[src/rtl/writeback_commit.sv]
// writeback_commit: registers a retiring bundle and drives register-file, CSR and commit ports
module writeback_commit #(
  parameter int LANES  = 2,
  parameter int XLEN   = 64,
  parameter int REG_AW = 5,
  parameter int CSR_AW = 12
) (
  input  logic                    clk,
  input  logic                    reset,
  input  logic                    flush,
  input  logic                    in_valid,
  output logic                    in_ready,
  input  logic [LANES-1:0]        in_lane_valid,
  input  logic [LANES*64-1:0]     in_pc,
  input  logic [LANES*32-1:0]     in_instr,
  input  logic [LANES-1:0]        in_regwrite,
  input  logic [LANES*REG_AW-1:0] in_dst,
  input  logic [LANES*XLEN-1:0]   in_regdata,
  input  logic [LANES-1:0]        in_csrwrite,
  input  logic [LANES*CSR_AW-1:0] in_csr_dst,
  input  logic [LANES*XLEN-1:0]   in_csrdata,
  input  logic [LANES-1:0]        in_skip,
  output logic [LANES-1:0]        rf_we,
  output logic [LANES*REG_AW-1:0] rf_waddr,
  output logic [LANES*XLEN-1:0]   rf_wdata,
  output logic                    csr_we,
  output logic [CSR_AW-1:0]       csr_waddr,
  output logic [XLEN-1:0]         csr_wdata,
  output logic [LANES-1:0]        commit_valid,
  output logic [LANES*64-1:0]     commit_pc,
  output logic [LANES*32-1:0]     commit_instr,
  output logic [LANES-1:0]        commit_skip,
  output logic [63:0]             instret
);
  typedef enum logic [1:0] {S_EMPTY, S_ONE, S_FIRST, S_SECOND} state_t;
  state_t state, stateNext;
  // Internals are always two lanes wide; a missing lane 1 is held invalid.
  logic [1:0]          inLaneValid, inCsrWrite;
  logic [1:0]          laneValidQ, regWriteQ, csrWriteQ, skipQ;
  logic [127:0]        pcQ;
  logic [63:0]         instrQ;
  logic [2*REG_AW-1:0] dstQ;
  logic [2*XLEN-1:0]   regDataQ, csrDataQ;
  logic [2*CSR_AW-1:0] csrDstQ;
  logic [1:0]          commitV, rfRaw, rfWeV;
  logic                accept, dualCsr, csrSel;
  assign inLaneValid = 2'(in_lane_valid);
  assign inCsrWrite  = 2'(in_csrwrite);
  assign in_ready    = reset || state != S_FIRST;
  assign accept      = in_valid && in_ready;
  assign dualCsr     = LANES == 2 && &(inLaneValid & inCsrWrite);
  // Stage register: holds the bundle while it commits; stalled by in_ready in S_FIRST.
  always_ff @(posedge clk) begin
    if (accept) begin
      laneValidQ <= inLaneValid;
      regWriteQ  <= 2'(in_regwrite);
      csrWriteQ  <= inCsrWrite;
      skipQ      <= 2'(in_skip);
      pcQ        <= 128'(in_pc);
      instrQ     <= 64'(in_instr);
      dstQ       <= (2*REG_AW)'(in_dst);
      regDataQ   <= (2*XLEN)'(in_regdata);
      csrDstQ    <= (2*CSR_AW)'(in_csr_dst);
      csrDataQ   <= (2*XLEN)'(in_csrdata);
    end
  end
  // State register and retired-instruction counter.
  always_ff @(posedge clk) begin
    if (reset) begin
      state   <= S_EMPTY;
      instret <= '0;
    end else begin
      state   <= stateNext;
      instret <= instret + 64'(commitV[0]) + 64'(commitV[1]);
    end
  end
  // Next state: flush empties the stage; a dual-CSR bundle always spends two cycles.
  always_comb begin
    stateNext = S_EMPTY;
    if (!flush)
      stateNext = state == S_FIRST ? S_SECOND : accept ? (dualCsr ? S_FIRST : S_ONE) : S_EMPTY;
  end
  assign commitV = reset ? 2'b00 : laneValidQ & (state == S_ONE    ? 2'b11 :
                                                 state == S_FIRST  ? 2'b01 :
                                                 state == S_SECOND ? 2'b10 : 2'b00);
  assign rfRaw   = commitV & regWriteQ & {dstQ[2*REG_AW-1:REG_AW] != '0, dstQ[REG_AW-1:0] != '0};
  assign rfWeV   = {rfRaw[1], rfRaw[0] && !(rfRaw[1] && dstQ[REG_AW-1:0] == dstQ[2*REG_AW-1:REG_AW])};
  assign csrSel  = commitV[1] && csrWriteQ[1];
  assign csr_we    = csrSel || (commitV[0] && csrWriteQ[0]);
  assign csr_waddr = csrSel ? csrDstQ[2*CSR_AW-1:CSR_AW] : csrDstQ[CSR_AW-1:0];
  assign csr_wdata = csrSel ? csrDataQ[2*XLEN-1:XLEN] : csrDataQ[XLEN-1:0];
  assign rf_we        = rfWeV[LANES-1:0];
  assign rf_waddr     = dstQ[LANES*REG_AW-1:0];
  assign rf_wdata     = regDataQ[LANES*XLEN-1:0];
  assign commit_valid = commitV[LANES-1:0];
  assign commit_pc    = pcQ[LANES*64-1:0];
  assign commit_instr = instrQ[LANES*32-1:0];
  assign commit_skip  = skipQ[LANES-1:0];
endmodule

[config.mk]
export PLATFORM = sky130hd
export DESIGN_NAME = writeback_commit
export DESIGN_NICKNAME = d
export VERILOG_FILES = /design/src/rtl/writeback_commit.sv
export SDC_FILE = /design/constraint.sdc
export NUM_CORES = 1
export LEC_CHECK = 0
export BUFFER_PORTS_ARGS = -buffer_cell sky130_fd_sc_hd__buf_2
export CORE_AREA = 8 8 369 371
export CTS_CLUSTER_SIZE = 20
export DETAILED_ROUTE_END_ITERATION = 8
export DIE_AREA = 0 0 377 379
export PLACE_DENSITY_LB_ADDON = 0.05
export SYNTH_ARGS = -nofsm -noshare
export SYNTH_HDL_FRONTEND = slang
export SYNTH_SLANG_ARGS = --single-unit
[constraint.sdc]
create_clock -name clk -period 38.2 [get_ports clk]
set_clock_uncertainty 0.05 [all_clocks]
set_input_delay 1.91 -clock clk [delete_from_list [all_inputs] [get_ports clk]]
set_output_delay 1.91 -clock clk [all_outputs]
set_load 0.02 [all_outputs]
# Yosys cells after proc, flatten, opt, wreduce, memory -nomap -nowiden
# Index checks and enable logic that the tools add are counted.
# totals
regBits,556
latch_bits,0
ramBits,0
mem_bits_ro,0
input_bits,494
output_inout_bits,478
wordCells,44
n_memories,0
# op_classes
add_sub_neg,2
mul,0
div,0
order_cmp,0
n_eq_ne,5
n_shift,0
n_mux,9
bitwise_logic,4
n_reduce_logical,12
# op_table
cell,n
adder 64 x 1 -> 64 bit,2
2-to-1 mux 64 bit,1
2-to-1 mux 2 bit,7
2-to-1 mux 12 bit,1
nonzero test 5 bit,2
bitwise AND 2 bit,4
equality test 5 bit,1
logical AND 1 bit,5
equality test 2 bit (second input constant),2
equality test 2 x 1 -> 1 bit (second input constant),1
logical OR 1 bit,2
inequality test 2 bit (second input constant),1
AND reduction 2 bit,1
OR reduction 2 bit,1
logical NOT 1 bit,1

# Depth between registers and ports, before layout
# Gate-level depths: netlist (run 1).
# logic_depth
depth_word,11
mapped_depth,13
ltp_nobuf,13

# Least setup slack after synthesis (run 1)
# OpenSTA, ideal clock, no wires.
# synth_path
kind,input port to flip-flop
start,input port reset
end,register instrQ[0] (netlist: commit_instr[0]) (enable)
arrival_time_ns,13.470
required_time_ns,37.233
path_slack_ns,23.763
cell_stages,3
path_buffers,1
path_cell_list,clkbuf_1 nand2b_1 and2_1
# synth_between
elab_chain_len,2
# synth_rtl
element,line_no,source
from (decl),9,"input logic reset,"
logical OR 1 bit,49,assign in_ready = reset || state != S_FIRST;
named net in_ready,12,"output logic in_ready,"
logical AND 1 bit,50,assign accept = in_valid && in_ready;
named net accept,46,"logic accept, dualCsr, csrSel;"
to (signal assigned),60,instrQ <= 64'(in_instr);
to (decl),41,logic [63:0] instrQ;
# The timed path passes the listed nets, and every way through them passes these cells.
# A chain may end at the register's enable or synchronous reset.

# Worst setup path after layout (run 1)
# layout_path
start,input port reset
end,output port csr_wdata[60]
# layout_between
elab_chain_len,3
# layout_rtl
element,line_no,source
2-to-1 mux 2 bit,83,assign commitV = reset ? 2'b00 : laneValidQ & (state == S_ONE ? 2'b11 :
logical AND 1 bit,88,assign csrSel = commitV[1] && csrWriteQ[1];
2-to-1 mux 64 bit,91,assign csr_wdata = csrSel ? csrDataQ[2*XLEN-1:XLEN] : csrDataQ[XLEN-1:0];
to (decl),28,"output logic [XLEN-1:0] csr_wdata,"
# No other way between the ends.

==> results of run 1 <==
power by group:
part	internal (mW)	switching (mW)	total [mW]
clock network	0.378	0.278	0.656
logic	0.0375	0.0721	0.110
registers	0.696	0.00938	0.705
kinds of logic (layout without fill, tap and decap cells):
kind of cell,after synthesis,count (layout),share of synthesized area
DFF,556,556,0.848
and+or+nand+nor,192,192,0.0589
muxes,76,76,0.0452
AOI/OAI and AO/OA,54,54,0.0165
xor gates and xnor gates,42,42,0.0194
buffers and inverters,35,1127,0.00873
adders and majority gates,5,5,0.00370
other,0,27,0
how the worst max path moves through the flow:
stage                from               to  slack (ps)  cells past startpoint
floorplan           reset  commit_instr[0]       23760                      3
global placement    reset     csr_wdata[4]       31490                      7
detailed placement  reset     csr_wdata[8]       31410                      7
CTS                 reset     csr_wdata[8]       31410                      7
global route        reset    csr_wdata[41]       31260                      7
finish              reset    csr_wdata[60]       31530                      7
state kept, by name, summed over array words and instances (netlist names), 10 cells and up:
signal / flops
instret: 64
rf_waddr: 10
csrDataQ: 128
commit_pc: 128
commit_instr: 64
csrDstQ: 24
rf_wdata: 128
per-layer routing:
metal	up-vias	routed length, µm	track usage
li1	5853	-	-
met1	6291	30000	0.117
met2	670	51700	0.239
met3	208	10700	0.0652
met4	56	2380	0.0353
met5	-	350	0
area by class of cell:
cell class,instances,area [µm²]
Inverter,17,63.8
Fill cell,14099,102000
Timing Repair Buffer,980,4930
Sequential cell,556,16000
Multi-Input combinational cell,369,2740
Clock buffer,95,2000
Tap cell,1755,2200
Antenna cell,27,67.6
Clock inverter,35,228
metrics by stage:
step	utilization	setup WS, ps	instance area, µm²	hold WS, ps	cells
after global routing	0.216	31260	28200	483	3810
after CTS	0.216	31410	28200	455	3807
after floorplan	-	23760	18900	503	960
after detailed placement	0.199	31410	26000	448	3677
after global placement	0.199	31490	26000	444	3677
final	0.217	31530	28300	452	3834
synthesized netlist by cell type (3+ instances only):
cell type	instances	share of area
inv_1	17	0.0034
ha_1	4	0.0026
edfxtp_1	490	0.78
nand4_2	4	0.0026
and3_1	3	0.00099
a21oi_1	25	0.0066
nor2_1	50	0.0099
o21ai_0	18	0.0048
nor4_4	4	0.0045
xnor2_1	11	0.0051
nand4_1	25	0.0083
nor4_1	5	0.0017
nand3_1	20	0.0053
nand2_1	25	0.0050
mux2_2	76	0.045
xor2_1	31	0.014
clkbuf_1	10	0.0020
and2_1	5	0.0017
dfxtp_1	66	0.070
or3_1	18	0.0060
buf_1	4	0.00079
nor3_1	11	0.0029
critical path: stages:
cell and delay (ps):
buf_2 90, buf_4 620, nor3b_1 290, nand2_4 390, buf_4 650, mux2_2 420
buf_2 160
==> out/qor.txt, run 1 <==
drt wl/cell: 24.8 µm
Hold Fails Final Rpt: 0
final setup fails: 0
first-pass GRT wire length: 124000 µm
clock-pin slew on the worst setup and hold paths: 50 ps
Top Ports: 972
Post-Synthesis Cell Area: 18900 µm²
PortBufs: 971
crit path max fanout: 69
final antenna-violating net count: 0
r2r setup slk: 33810 ps
Post-DP HPWL: 77600 µm
Lkg Pwr: 11.3 nW
RSZ-0062 raised after global routing: false
Rel. slew slack: 0.213
hold endpoint: instret[35]
setup TNS: 0 ps
asr flop ratio synth: 0
Max-Cap Viols: 0
hold depth: 2
Tot Pwr: 1.47 mW
Max Freq: 150 MHz
DRT iter0 DRCs: 658
initial core utilization: 0.145
crit start category: input port
number of synthesized flops with an enable pin: 490
CTS HTree Levels: 3
number of remaining DRC errors: 0
sequential area share after synthesis: 0.848
row cnt: 133
Yosys warnings: 0
drt first pass iters: 5
HP Start: instret[35]
outcome: complete, no violations
initial antenna violation count: 92
Via density: 3.41
reg2reg end: rf_wdata[16]
grt total ovfl: 0
final net count: 2498
final wirelength: 95200 µm
path depth of the worst reg2reg path: 7
largest net degree at the start of global routing: 87
root buf cell: clkbuf_16
syn nets: 1459
vias in the first global route: 14.1k
Core Area: 130000 µm²
Final Max Tran Viols: 0
worst-skew pair later-pin latency: 640 ps
worst-case clock buffer depth: 3
cts repair resizes: 0
commonest non-fill, non-tap cells in the layout: 971 x buf_2, 490 x edfxtp_1, 77 x clkbuf_16
register bit count reported by yosys: 556
crit path DAT: 4710 ps
most common cell after layout, fill and taps aside: buf_2
postcts setup bufs: 0
Gate Count Post-Synth: 960
synth unique cells: 49
min Tclk post-route: 6670 ps
WS Path Type: in2out
Placer Congestion: 0.754
die height: 379 µm
layout cells sized above 1: 0.573
Syn-to-layout area delta: 49.4%
Most used DFF post-synth: edfxtp_1
R2R Path Start: state[0]
CTS sink cnt: 556
cts hold-fix bufs: 0
die outline width: 377 µm
CP Data Required Time: 36240 ps
via count: 13.1k
GRT Util Overall: 0.126
Tcrit/Tclk final: 0.175
CTS buffer count: 75
PD cells: 52.1 nW/µm²
Setup crit end kind: output port
Die ar.: 143000 µm²
worst hold path class: reg2reg
Peak VDD IR: 0.0327 mV
worst slew pin tran: 1180 ps
syn_area_per_cell: 19.7 µm²
clock tree from TritonCTS: done
Power figures use the tool's default switching activity.
==> inputs of run 2 (changes only) <==
- clock period: 38.2 -> 6.9 ns (I/O delays scaled with it)
==> run 2 against run 1 <==
Against the previous run: global-route usage decreased by 0.55 points; die area unchanged; register-to-register slack got worse by 31000 ps; combinational power rose to 7.8 times the previous value; highest routed layer unchanged; critical path type is now reg2reg; power grew to 5.8 times the previous value; clock-buffer cell count is 5 lower; clock power increased to 5.7 times the previous value; sequential power grew to 5.5 times the previous value; sequential cell count unchanged; first-iteration DRC count decreased by 29%; final area increased by 18%; largest cell class unchanged; worst setup slack got worse by 29000 ps.
==> out/qor.txt, run 2 (synthesis gave the netlist of run 1 again) <==
Core Area: 130000 µm²
worst slew pin tran: 1130 ps
commonest non-fill, non-tap cells in the layout: 971 x buf_2, 493 x dlygate4sd3_1, 490 x edfxtp_1
Tot Pwr: 8.48 mW
row cnt: 133
Rel. slew slack: 0.244
CTS sink cnt: 556
Layout Cells excl Fill: 4316
drt wl/cell: 21.1 µm
Lkg Pwr: 13.4 nW
root buf cell: clkbuf_16
Max-Cap Viols: 0
final net count: 2991
min Tclk post-route: 4400 ps
final antenna-violating net count: 0
layout cells sized above 1: 0.465
final setup fails: 0
Final Max Tran Viols: 0
Placer Congestion: 0.770
crit start category: flip-flop
drt first pass iters: 4
Post-DP HPWL: 71500 µm
max incr delay on CP: 760 ps
Syn-to-layout area delta: 75.8%
M1 GR Usage: 0.122
final wirelength: 90900 µm
setup TNS: 0 ps
Via density: 3.39
GRT met3 Usage: 0.0526
number of remaining DRC errors: 0
Crit-path slowest cell: nor4_4
largest net degree at the start of global routing: 164
Fin Hold WS: 227 ps
Util after Layout: 0.255
met2 Resource Use GR: 0.217
Setup crit end kind: flip-flop
PD cells: 255 nW/µm²
CTS HTree Levels: 3
initial antenna violation count: 13
CTS buffer count: 75
worst-case clock buffer depth: 3
die height: 379 µm
Peak VDD IR: 0.175 mV
Setup Slack @ Placement: 2370 ps
crit path DAT: 4900 ps
GRT busiest layer: met2
first-pass GRT wire length: 124000 µm
worst hold path class: in2reg
cts repair resizes: 0
initial core utilization: 0.145
Tcrit/Tclk final: 0.638
Final WS setup: 2500 ps
most common cell after layout, fill and taps aside: buf_2
post-route cell area: 33300 µm²
Top Ports: 972
GRT Util Overall: 0.121
Max Freq: 227 MHz
outcome: complete, no violations
Post-Place Cells: 3677
PortBufs: 971
Die ar.: 143000 µm²
die outline width: 377 µm
CP Data Required Time: 7400 ps
crit path max fanout: 9
Cell Chain, Critical Path: ha_1 > nor2_1 > nor3b_1 > inv_1 > fa_1 > inv_1 > ha_1 > nand4_2 > nor4_4 > nand4_2 > or4b_1 > a21oi_1
via count: 14.6k
WS Path Type: reg2reg
clock tree from TritonCTS: done
clock-pin slew on the worst setup and hold paths: 60 ps
vias in the first global route: 16.5k
placed cell area: 26000 µm²
grt total ovfl: 0
Fillers: 13.8k
DRT iter0 DRCs: 470
Hold Fails Final Rpt: 0
worst-skew pair later-pin latency: 630 ps
RSZ-0062 raised after global routing: false
-- run 2: cell count changes in the layout (fill, tap and decap cells not counted), sizes merged --
cell,before,now
dlygate4sd3,0,493
diode,27,8
clkinv,28,41
clkbuf,95,90
bufinv,1,2
clkinvlp,2,1
-- run 2: worst paths after layout --
kind	start	to	slack, ps	depth (start not counted)
worst max-delay path	state[0]	instret[60]	2500	12
worst max register to register	state[0]	instret[60]	2500	12
worst min-delay path	reset	instret[0]	230	5
worst min register to register	instret[35]	instret[35]	460	2
-- run 2: per-layer routing --
layer,vias up,part of all wire
met5,-,0.00011
met3,141,0.092
met1,6995,0.35
met4,2,0.040
li1,6830,-
met2,642,0.52
-- run 2: report_power, final --
| group | internal (mW) | leakage, nW | switching (mW) |
|---|---|---|---|
| Combinational | 0.393 | 6.95 | 0.464 |
| Sequential | 3.85 | 5.33 | 0.0407 |
| Clock | 2.17 | 1.16 | 1.56 |
| Total | 6.41 | 13.4 | 2.06 |
-- run 2: area by class of cell --
| cell class | instances | area [µm²] | area share |
|---|---|---|---|
| multi-input combinational | 369 | 2740 | 0.0822 |
| timing repair buffer | 1473 | 9890 | 0.297 |
| clock buffer | 90 | 2030 | 0.0609 |
| antenna | 8 | 20.0 | 0.000602 |
| tap | 1755 | 2200 | 0.0660 |
| sequential | 556 | 16000 | 0.482 |
| inverter | 17 | 63.8 | 0.00192 |
| clock inverter | 48 | 304 | 0.00914 |
-- run 2: what timing repair did --
action | in CTS | in global routing
buffers inserted | 0 | 0
hold endpoints to repair | 492 | 0
hold buffers | 493 | 0
-- run 2: critical path: cells and delay by family, from the launching register on --
family / cells / cell delay (ps)
AOI/OAI and AO/OA: 1 / 160
adders and majority gates: 3 / 910
buffers and inverters: 2 / 260
DFF: 1 / 360
and+or+nand+nor: 6 / 2570
==> inputs of run 3 (changes only) <==
- ABC_AREA: not set -> 1
- CORE_AREA: 8 8 369 371 -> 8 8 368 370
- DIE_AREA: 0 0 377 379 -> 0 0 376 378
- clock period: 6.9 -> 4.54 ns (I/O delays scaled with it)
==> run 3 against run 2 <==
Against the previous run: sequential share of layout area fell by 1.8 points; critical path depth down 2; routed wire length is 23% higher; sequential cell count did not move; non-clock buffer count up 12; worst setup slack worse by 1500 ps; synthesized cell count grew 50%; power up 56%; clock-buffer cell count rose by 11; critical endpoint is now csr_wdata[11]; worst hold slack lost 14 ps; register-to-register slack lost 920 ps; largest power group unchanged.
==> out/qor.txt, run 3 <==
Synth area leaders: edfxtp_1 74%, nand2_1 6.9%, dfxtp_1 6.6%
initial antenna violation count: 38
Synth Area in XOR/XNOR: 0.00659
final wirelength: 111000 µm
outcome: complete, no violations
post-route cell area: 34600 µm²
Post-Synthesis Cell Area: 19900 µm²
Yosys top cell area share: 0.738
crit start category: input port
via count: 17.1k
Top Ports: 972
Syn-to-layout area delta: 73.3%
Max-Cap Viols: 0
CP Data Required Time: 4260 ps
Simple-Gate Fraction of Synth Area: 0.147
Post-DP HPWL: 90300 µm
area leader, netlist: edfxtp_1
die height: 378 µm
largest family of logic cells by synthesized area: simple AND/OR/NAND/NOR gates
Die ar.: 142000 µm²
vias in the first global route: 19.2k
Max Freq: 283 MHz
row cnt: 133
crit path max fanout: 34
register bit count reported by yosys: 556
Tcrit/Tclk final: 0.778
clock tree from TritonCTS: done
crit path DAT: 3260 ps
Clock power frac: 0.445
largest net degree at the start of global routing: 79
Hold Fails Final Rpt: 0
GRT Util Overall: 0.150
Psw: 3.36 mW
asr flop ratio synth: 0
cell internal pwr: 9.86 mW
cell with the most instances after synthesis: edfxtp_1
Most used DFF post-synth: edfxtp_1
PD cells: 382 nW/µm²
Gate power share: 0.107
Final WS setup: 1010 ps
Flop pwr share: 0.448
Placer Congestion: 0.804
Via density: 3.57
commonest non-fill, non-tap cells in the layout: 971 x buf_2, 494 x dlygate4sd3_1, 490 x edfxtp_1
final antenna-violating net count: 0
worst slew pin tran: 735 ps
initial core utilization: 0.153
RSZ-0062 raised after global routing: false
number of remaining DRC errors: 0
worst-case clock buffer depth: 3
multiplexer area fraction after synthesis: 0
Rel. slew slack: 0.509
clock-pin slew on the worst setup and hold paths: 60 ps
Core Area: 130000 µm²
Setup Slack @ Placement: 1230 ps
final setup fails: 0
sw frac: 0.254
sequential area share after synthesis: 0.804
synth unique cells: 34
PortBufs: 971
WS Path Type: in2out
most common cell after layout, fill and taps aside: buf_2
top cells by count, synth: 490 x edfxtp_1, 366 x nand2_1, 169 x nor2_1
drt wl/cell: 23.2 µm
CTS sink cnt: 556
Yosys warnings: 0
Setup crit end kind: output port
worst hold path class: in2reg
syn nets: 1940
Post-Place Cells: 4155
root buf cell: clkbuf_16
grt total ovfl: 0
layout cells sized above 1: 0.373
die outline width: 376 µm
Lkg Pwr: 14.5 nW
complex-gate fraction of the synthesized area: 0.0130
Peak VDD IR: 0.257 mV
CTS buffer count: 77
Layout Cells excl Fill: 4807
Gate Count Post-Synth: 1441
number of synthesized flops with an enable pin: 490
min Tclk post-route: 3530 ps
first-pass GRT wire length: 151000 µm
syn_area_per_cell: 13.8 µm²
Adder-Cell Fraction of Synth Area: 0.00351
DRT iter0 DRCs: 652
final net count: 3472
Final Max Tran Viols: 0
placed cell area: 27200 µm²
CTS HTree Levels: 3
cts repair resizes: 0
worst-skew pair later-pin latency: 660 ps
drt first pass iters: 4
==> run 3: cell count changes in the layout (fill, tap and decap cells not counted), sizes merged, moves of 21 or more <==
cell,before,now
nand3,21,105
nand2,25,375
inv,21,97
mux2,76,0
nor2,50,186
xor2,31,10
==> run 3: timing repair <==
action                     4_1_cts  5_1_grt
hold endpoints to repair       506        0
setup endpoints to repair        0        0
setup buffers                    0        0
hold buffers                   494        0
==> run 3: kinds of logic after synthesis <==
| logic type | Yosys count |
|---|---|
| AO/OA/AOI/OAI | 47 |
| adder cells (fa/ha/maj) | 5 |
| flip-flops | 556 |
| AND/OR/NAND/NOR | 693 |
| buffers and inverters | 125 |
| XOR/XNOR | 15 |
==> run 3: metrics by stage <==
stage                     hold slack, ps   util  TNS [ps]  total power, mW
after floorplan                      276      -  -2412180             6.49
after global placement               353  0.209         0             7.08
after detailed placement             355  0.209         0             7.07
after CTS                            127  0.265         0             13.5
after global routing                 158  0.265         0             13.8
final                                213  0.266         0             13.2
==> run 3: power groups by stage <==
stage | Clock, mW | Sequential [mW] | Combinational, mW
3_5_place_dp | 0 | 6.02 | 1.05
2_1_floorplan | 0 | 6.30 | 0.190
3_3_place_gp | 0 | 6.02 | 1.06
4_1_cts | 6.17 | 5.92 | 1.46
5_1_grt | 6.31 | 5.94 | 1.51
6_report | 5.89 | 5.92 | 1.41
==> run 3: worst max-delay path, cell delays in order <==
cell and delay (ps):
dlygate4sd3_1 520, buf_2 490, inv_2 390, nand3_1 260, inv_2 100, nand2_4 370, buf_4 330, nand2_1 90
nand2_1 170, buf_2 240
==> run 3: layer usage <==
metal,GRT usage,vias up,wire length [µm]
met4,0.0338,8,2330
met5,0,-,45
met1,0.161,8275,41400
met2,0.280,613,59100
li1,-,8104,-
met3,0.0544,137,8490
==> run 3: area by class of cell <==
class	instances	area (µm²)
well taps	1755	2200
clock buffers	101	2060
diodes	18	45.0
inverters	93	349
clock inverters	39	358
repair buffers	1485	10100
flip-flops and latches	556	16000
fillers	13906	95600
multi-input cells	760	3430
==> run 3: final timing paths <==
kind	from	to	slack [ps]	depth (start not counted)
setup / recovery	reset	csr_wdata[11]	1010	10
hold / removal	in_regdata[65]	rf_wdata[65]	210	2
setup reg to reg	state[1]	instret[52]	1580	16
hold reg to reg	instret[7]	instret[7]	470	2
